## src/rtl/rom_pkg.sv

```systemverilog
// Shared types and opcode constants for the program-memory responder.
// Two-word instruction classification used by the instruction snoop.
package rom_pkg;

  typedef enum logic [3:0] {IDLE, A1, A2, A3, M1, M2, X1, X2, X3} phase_t;

  typedef enum logic [1:0] {IoNone, IoSrc, IoWrr, IoRdr} io_op_t;

  localparam logic [3:0] OPR_JCN     = 4'h1;
  localparam logic [3:0] OPR_FIM_SRC = 4'h2;
  localparam logic [3:0] OPR_FIN_JIN = 4'h3;
  localparam logic [3:0] OPR_JUN     = 4'h4;
  localparam logic [3:0] OPR_JMS     = 4'h5;
  localparam logic [3:0] OPR_ISZ     = 4'h7;
  localparam logic [3:0] OPR_IO      = 4'hE;
  localparam logic [3:0] OPA_WRR     = 4'h0;
  localparam logic [3:0] OPA_RDR     = 4'hA;

  // FIM and FIN share opcodes with SRC and JIN; OPA[0] distinguishes them.
  function automatic logic is_two_word(input logic [3:0] opr, input logic [3:0] opa);
    logic result;
    case (opr)
      OPR_JCN, OPR_JUN, OPR_JMS, OPR_ISZ: result = 1'b1;
      OPR_FIM_SRC, OPR_FIN_JIN:           result = ~opa[0];
      default:                            result = 1'b0;
    endcase
    return result;
  endfunction

endpackage

```

## src/rtl/bus_phase_tracker.sv

```systemverilog
// Follows the 8-phase instruction cycle of the 4-bit multiplexed bus.
// sync in any phase restarts the cycle at A1; otherwise X3 wraps to A1.
module bus_phase_tracker
  import rom_pkg::*;
(
  input  logic   clock,
  input  logic   reset,
  input  logic   sync,
  output phase_t phase
);

  phase_t phase_q, phase_d;

  always_comb begin
    phase_d = phase_q;
    case (phase_q)
      IDLE:    phase_d = IDLE;
      X3:      phase_d = A1;
      default: phase_d = phase_t'(phase_q + 4'd1);
    endcase
    if (sync) begin
      phase_d = A1;
    end
  end

  always_ff @(posedge clock) begin
    if (reset) begin
      phase_q <= IDLE;
    end else begin
      phase_q <= phase_d;
    end
  end

  assign phase = phase_q;

endmodule

```

## src/rtl/rom_responder.sv

```systemverilog
// ROM-chip end of the fetch protocol: captures A1/A2/A3, returns the byte in M1/M2.
// Define ROM_IO_PORT_EN to add the SRC/WRR/RDR I/O port.
module rom_responder
  import rom_pkg::*;
#(
  parameter logic [3:0]    CHIP_ID     = 4'h0,
  parameter string         ROM_FILE    = "rom.hex",
  parameter bit            ROM_FILE_EN = 1'b1,
  parameter logic [2047:0] ROM_IMAGE   = '0
) (
  input  logic       clock,
  input  logic       reset,
  input  logic       sync,
  input  logic       cmd_rom,
  input  logic [3:0] data_in,
  output logic [3:0] data_out,
  output logic       data_oe,
  input  logic [3:0] io_in,
  output logic [3:0] io_out
);

  phase_t     phase;
  logic [7:0] rom_byte;

  logic [7:0] addr_q, addr_d;
  logic       sel_q, sel_d;
  logic [3:0] opr_q, opr_d;
  logic       skip_next_q, skip_next_d;
  logic       data_oe_q, data_oe_d;
  logic [3:0] data_out_q, data_out_d;

  bus_phase_tracker u_phase (
    .clock (clock),
    .reset (reset),
    .sync  (sync),
    .phase (phase)
  );

  logic unused_file_en;
  assign unused_file_en = ROM_FILE_EN;
  assign rom_byte       = ROM_IMAGE[{addr_q, 3'b000} +: 8];

`ifdef ROM_IO_PORT_EN
  io_op_t     io_op_q, io_op_d;
  logic       io_sel_q, io_sel_d;
  logic [3:0] io_out_q, io_out_d;
`else
  logic       unused_io;
  assign unused_io = ^{io_in, cmd_rom};
`endif

  // Outputs are registered, so each drive is set up one phase early and
  // suppressed when sync is about to restart the cycle.
  always_comb begin
    addr_d      = addr_q;
    sel_d       = sel_q;
    opr_d       = opr_q;
    skip_next_d = skip_next_q;
    data_oe_d   = 1'b0;
    data_out_d  = 4'h0;
`ifdef ROM_IO_PORT_EN
    io_op_d  = io_op_q;
    io_sel_d = io_sel_q;
    io_out_d = io_out_q;
`endif
    case (phase)
      A1: addr_d[3:0] = data_in;
      A2: addr_d[7:4] = data_in;
      A3: begin
        sel_d = (data_in == CHIP_ID);
        if (sel_d && !sync) begin
          data_oe_d  = 1'b1;
          data_out_d = rom_byte[7:4];
        end
      end
      M1: begin
        opr_d = data_in;
        if (sel_q && !sync) begin
          data_oe_d  = 1'b1;
          data_out_d = rom_byte[3:0];
        end
      end
      M2: begin
        // The operand byte of a two-word instruction is never decoded.
        if (skip_next_q) begin
          skip_next_d = 1'b0;
        end else begin
          skip_next_d = is_two_word(opr_q, data_in);
        end
`ifdef ROM_IO_PORT_EN
        io_op_d = IoNone;
        if (!skip_next_q) begin
          if (opr_q == OPR_FIM_SRC && data_in[0]) begin
            io_op_d = IoSrc;
          end else if (opr_q == OPR_IO && data_in == OPA_WRR) begin
            io_op_d = IoWrr;
          end else if (opr_q == OPR_IO && data_in == OPA_RDR) begin
            io_op_d = IoRdr;
          end
        end
`endif
      end
`ifdef ROM_IO_PORT_EN
      X1: begin
        if (io_op_q == IoRdr && io_sel_q && !sync) begin
          data_oe_d  = 1'b1;
          data_out_d = io_in;
        end
      end
      X2: begin
        if (io_op_q == IoSrc && cmd_rom) begin
          io_sel_d = (data_in == CHIP_ID);
        end
        if (io_op_q == IoWrr && io_sel_q) begin
          io_out_d = data_in;
        end
      end
`endif
      default: ;
    endcase
  end

  always_ff @(posedge clock) begin
    if (reset) begin
      addr_q      <= 8'h00;
      sel_q       <= 1'b0;
      opr_q       <= 4'h0;
      skip_next_q <= 1'b0;
      data_oe_q   <= 1'b0;
      data_out_q  <= 4'h0;
    end else begin
      addr_q      <= addr_d;
      sel_q       <= sel_d;
      opr_q       <= opr_d;
      skip_next_q <= skip_next_d;
      data_oe_q   <= data_oe_d;
      data_out_q  <= data_out_d;
    end
  end

`ifdef ROM_IO_PORT_EN
  always_ff @(posedge clock) begin
    if (reset) begin
      io_op_q  <= IoNone;
      io_sel_q <= 1'b0;
      io_out_q <= 4'h0;
    end else begin
      io_op_q  <= io_op_d;
      io_sel_q <= io_sel_d;
      io_out_q <= io_out_d;
    end
  end

  assign io_out = io_out_q;
`else
  assign io_out = 4'h0;
`endif

  assign data_oe  = data_oe_q;
  assign data_out = data_out_q;

endmodule

```

## config.mk

```make
export PLATFORM = sky130hd
export DESIGN_NAME = rom_responder
export DESIGN_NICKNAME = d
export VERILOG_FILES = /design/src/rtl/rom_pkg.sv /design/src/rtl/bus_phase_tracker.sv /design/src/rtl/rom_responder.sv
export SDC_FILE = /design/constraint.sdc
export NUM_CORES = 1
export LEC_CHECK = 0
export BUFFER_PORTS_ARGS = -buffer_cell sky130_fd_sc_hd__buf_2
export CORE_AREA = 2 2 39 41
export CTS_CLUSTER_DIAMETER = 40
export DETAILED_ROUTE_END_ITERATION = 7
export DIE_AREA = 0 0 41 43
export GPL_TIMING_DRIVEN = 0
export SLEW_MARGIN = 20
export SYNTH_ARGS = -nofsm -noshare
export SYNTH_HDL_FRONTEND = slang
export SYNTH_SLANG_ARGS = --single-unit
```

## constraint.sdc

```tcl
create_clock -name clock -period 1.6 [get_ports clock]
set_clock_uncertainty 0.1 [all_clocks]
set_input_delay 0.32 -clock clock [delete_from_list [all_inputs] [get_ports clock]]
set_output_delay 0.32 -clock clock [all_outputs]
set_load 0.005 [all_outputs]
```

Word level (Yosys, flattened, before mapping):

Index checks and enable logic that the tools add are counted.
W data, S select, Z words.

* input bits: 12
* flip-flop bits (word level): 18

* equal/unequal tests: 5
* add/sub/neg operators: 1
* multiplexer cells: 8
* reduce and logical (&&, ||, !) cells: 6
* shift-type cells: 1

Operators with widths (number)
* $shiftx A2048 B12 Y8 const A: 1
* $pmux W4 S2: 2
* $eq A4 B2 Y1 const B: 2
* $logic_not A4 Y1: 2
* $mux W4: 2
* $add A4 B1 Y4 const B: 1
* $eq A4 B1 Y1 const B: 1
* $eq A4 B3 Y1 const B: 1
* $eq A4 B4 Y1 const B: 1
* $mux W1: 3
* $logic_and A1 B1 Y1: 2
* $pmux W1 S2: 1
* $reduce_or A2 Y1: 1
* $logic_not A1 Y1: 1

Depth between registers and ports, before layout:

* word-level depth: 4
* mapped depth: 5
* gate-level depth less buffers: 5

Modules after synthesis:

Synthesis repeated with hierarchy kept, for this count alone.

* cell total of the unflattened synthesis: 40
* area, all modules: 361.6 sq um

Modules (own cells, without submodules)
* bus_phase_tracker: instances 1, area each 198.9 sq um, seq. area each 80.1 sq um, cells each 21
* rom_responder: instances 1, area each 162.7 sq um, seq. area each 40.0 sq um, cells each 19

Least setup slack after synthesis:

OpenSTA, ideal clock, no wires.

* path kind: flip-flop to flip-flop
* from: reg u_phase.phase_q[0], in the netlist u_phase.phase[0]
* to: reg u_phase.phase_q[3], in the netlist u_phase.phase[3]
* data arrival time: 1.180 ns
* setup slack: 0.229 ns
* cell stages (with the launch flop): 5
* clock period less this slack: 1.371 ns
* cells stage by stage: dfxtp_1 -> inv_1 -> ha_1 -> or3b_1 -> a311oi_1

* word-level cells in the longest chain between the ends: 2
* elaborated cells on any way between the ends: 4
* classes of those cells: add/sub (1); eq/ne (1); mux (1); reduce/logical (1)

Ends and longest elaborated chain
* from (decl): line bus_phase_tracker.sv:12 `phase_t phase_q, phase_d;`
* from (signal assigned): line bus_phase_tracker.sv:30 `phase_q <= phase_d;`
* $add A4 B1 Y4 (tied with other cells): line bus_phase_tracker.sv:19 `default: phase_d = phase_t'(phase_q + 4'd1);`
* $pmux W4 S2 (*): line bus_phase_tracker.sv:16 `case (phase_q)`

Mark *: on every way between the ends. The rest lies on a longest branch, timed or not.
A chain may end at the register's enable or synchronous reset.

Worst setup path in the final report:

Same ends and word-level chain as after synthesis.

==> flow_summary.ini <==
[route]
routed_wl_um = 636
drtIter0Drc = 3
drc = 0
drtPass1Iterations = 4
ant_nets = 0
vias = 300
vias_per_cell = 4.110
wire_per_inst_um = 8.712

[worst_hold_path]
holdCritPathClass = in2reg

[floorplan]
start_util_pct = 27.40
rows = 14
die_h_um = 43
fp.dieW_um = 41
ios = 21
die_area_um2 = 1763
coreArea_um2 = 1384

[clocking]
clock_latency_ns = 0.25
cts_tree = built
cts-resized-gates = 0
path_clk_slew_ns = 0.05
cts_max_level = 1
cts-hold-fix-buffers = 0
cts_buffer_depth = 2
cts_sinks = 6
root_buffer = clkbuf_4
cts_buffers = 3
post_cts_buffers = 0

[yosys]
synth_top_area_cell = dfxtp_1
yosysTopAreaCellShare_pct = 31.68
synth_edf_count = 0
synth_area_per_cell_um2 = 9.478
ys_types = 21
ys_top_cells_by_area = dfxtp_1 (32%), buf_4 (16%), mux2i_1 (7.9%)
syn_inst = 40
synth_seq_cells = 6
synth_common_cells = buf_4 (8), dfxtp_1 (6), inv_1 (3), mux2i_1 (3)
yosysSeqAreaShare_pct = 31.68
yosysMostFrequentCell = buf_4
ys.flop_type = dfxtp_1
ys.warnings.count = 0
async_reset_ff_share_pct = 0
syn-cell-area_um2 = 379.1

[worst_setup_path]
arrival_ns = 1.50
criticalPathCategory = reg2reg
critPathLaunchType = register
critPathCaptureType = register
crit_required_ns = 1.66
r2r_slack_ns = 0.16
crit_fanout = 4

[grt]
grt_start_max_net_pins = 10
antenna_found_initial = 0
gr-usage-met2_pct = 12.50
grt_use_total_pct = 9.510
grt_pass1_wl_um = 1028
busiest_layer = met2
met1_usage_pct = 9.873
grt_pass1_vias = 267
gr-total-overflow = 0
grt_use_met3_pct = 6.283

[pwr]
internal_power_w = 0.0002625
finalPower_w = 0.0003450
p_sw_share_pct = 23.92
pwr-share-clk_pct = 41.2
p_leak_nw = 0.2203
p_comb_share_pct = 14.1
powerDensity_nw_per_um2 = 714.3
peakVddDrop_mv = 0.2084
power.switching_w = 0.00008251
seqPwrFrac_pct = 44.7

[final_layout]
nets = 73
areaGrowthSynthToFinish_pct = 27.39
n_antenna_cell = 0
drive_above_1_share_pct = 35.09

[sta]
fin_tns_setup_ns = 0
rsz0062_at_grt = no
finalWorstPathRequiredPeriod_ns = 1.440
finalHoldViolCount = 0
finalCritPeriodShare_pct = 90.03
slew_violations = 0
max_freq_ghz = 0.6942
finalSetupViolations = 0

[placed_design]
dp_hpwl_um = 472.7
portBuffers = 7
gp_congestion = 0.6539

[status]
status = finished, final reports clean

[run]
maxCapViolCount = 0
[metal layers]
metal  vias to the layer above  part of all wire [%]
met3                         4                   9.6
met2                        12                    44
li1                        158                     -
met5                         -                     0
met1                       126                    41
met4                         0                   4.6
[registers in the layout (all words and copies together) (netlist names)]
name           cells
u_phase.phase      4
sel_q              1
data_oe            1
[power groups by stage]
stage / Combinational, W / Sequential (W) / Clock, W
6_report: 0.0000486 / 0.000154 / 0.000142
5_1_grt: 0.0000540 / 0.000154 / 0.000160
4_1_cts: 0.0000482 / 0.000154 / 0.000150
3_5_place_dp: 0.0000482 / 0.000157 / 0
3_3_place_gp: 0.0000478 / 0.000157 / 0
2_1_floorplan: 0.0000325 / 0.000157 / 0
[final cells by class]
cell class	instances	area, um2
timing repair buffer	7	35.03
fill	156	900.9
buffer	9	71.32
sequential	6	120.1
tap	16	20.02
inverter	3	11.26
multi-input combinational	29	202.7
clock buffer	3	22.52
[worst paths after layout]
kind	startpoint	to	cells after the start
setup / recovery	u_phase.phase[0]$_SDFF_PP0_	u_phase.phase[3]$_SDFF_PP0_	4
hold / removal	sync	u_phase.phase[2]$_SDFF_PP0_	2
setup reg to reg	u_phase.phase[0]$_SDFF_PP0_	u_phase.phase[3]$_SDFF_PP0_	4
hold reg to reg	sel_q$_SDFFE_PP0N_	data_oe$_SDFF_PP0_	2
[cells in the final DEF, fill, tap and decap left out, types with 2 or more instances in the layout]
cell / netlist / final
buf_2: 0 / 7
nor3_1: 2 / 2
mux2i_1: 3 / 3
inv_1: 3 / 3
ha_1: 2 / 2
dfxtp_1: 6 / 6
buf_4: 8 / 8
nor2_1: 2 / 2
conb_1: 1 / 8
clkbuf_4: 0 / 3
[kinds of logic (layout without fill, tap and decap cells)]
family	Yosys count	count (layout)	share of synthesized area, %
multiplexers	3	3	7.921
AND/OR/NAND/NOR	12	12	22.77
adder cells (fa/ha/maj)	2	2	6.600
AO/OA/AOI/OAI	4	4	8.251
flip-flops	6	6	31.68
buffers and inverters	12	22	21.78
other	1	8	0.9891
[worst max-delay path, stage by stage (launching register included)]
cell	delay (ns)
dfxtp_1	0.34
inv_1	0.07
ha_1	0.24
or3b_1	0.35
a311oi_1	0.25
[through the flow]
step	setup WS [ns]	area, um2	utilization [%]	hold WS (ns)	std cells
floorplan	0.2287	405.4	-	0.2891	47
global placement	0.1706	460.4	33.27	0.3794	70
detailed placement	0.1617	460.4	33.27	0.3836	70
CTS	0.1532	483.0	34.90	0.2015	73
global route	0.03508	483.0	34.90	0.2246	73
finish	0.1596	483.0	34.90	0.2123	73
Power figures use the tool's default switching activity.
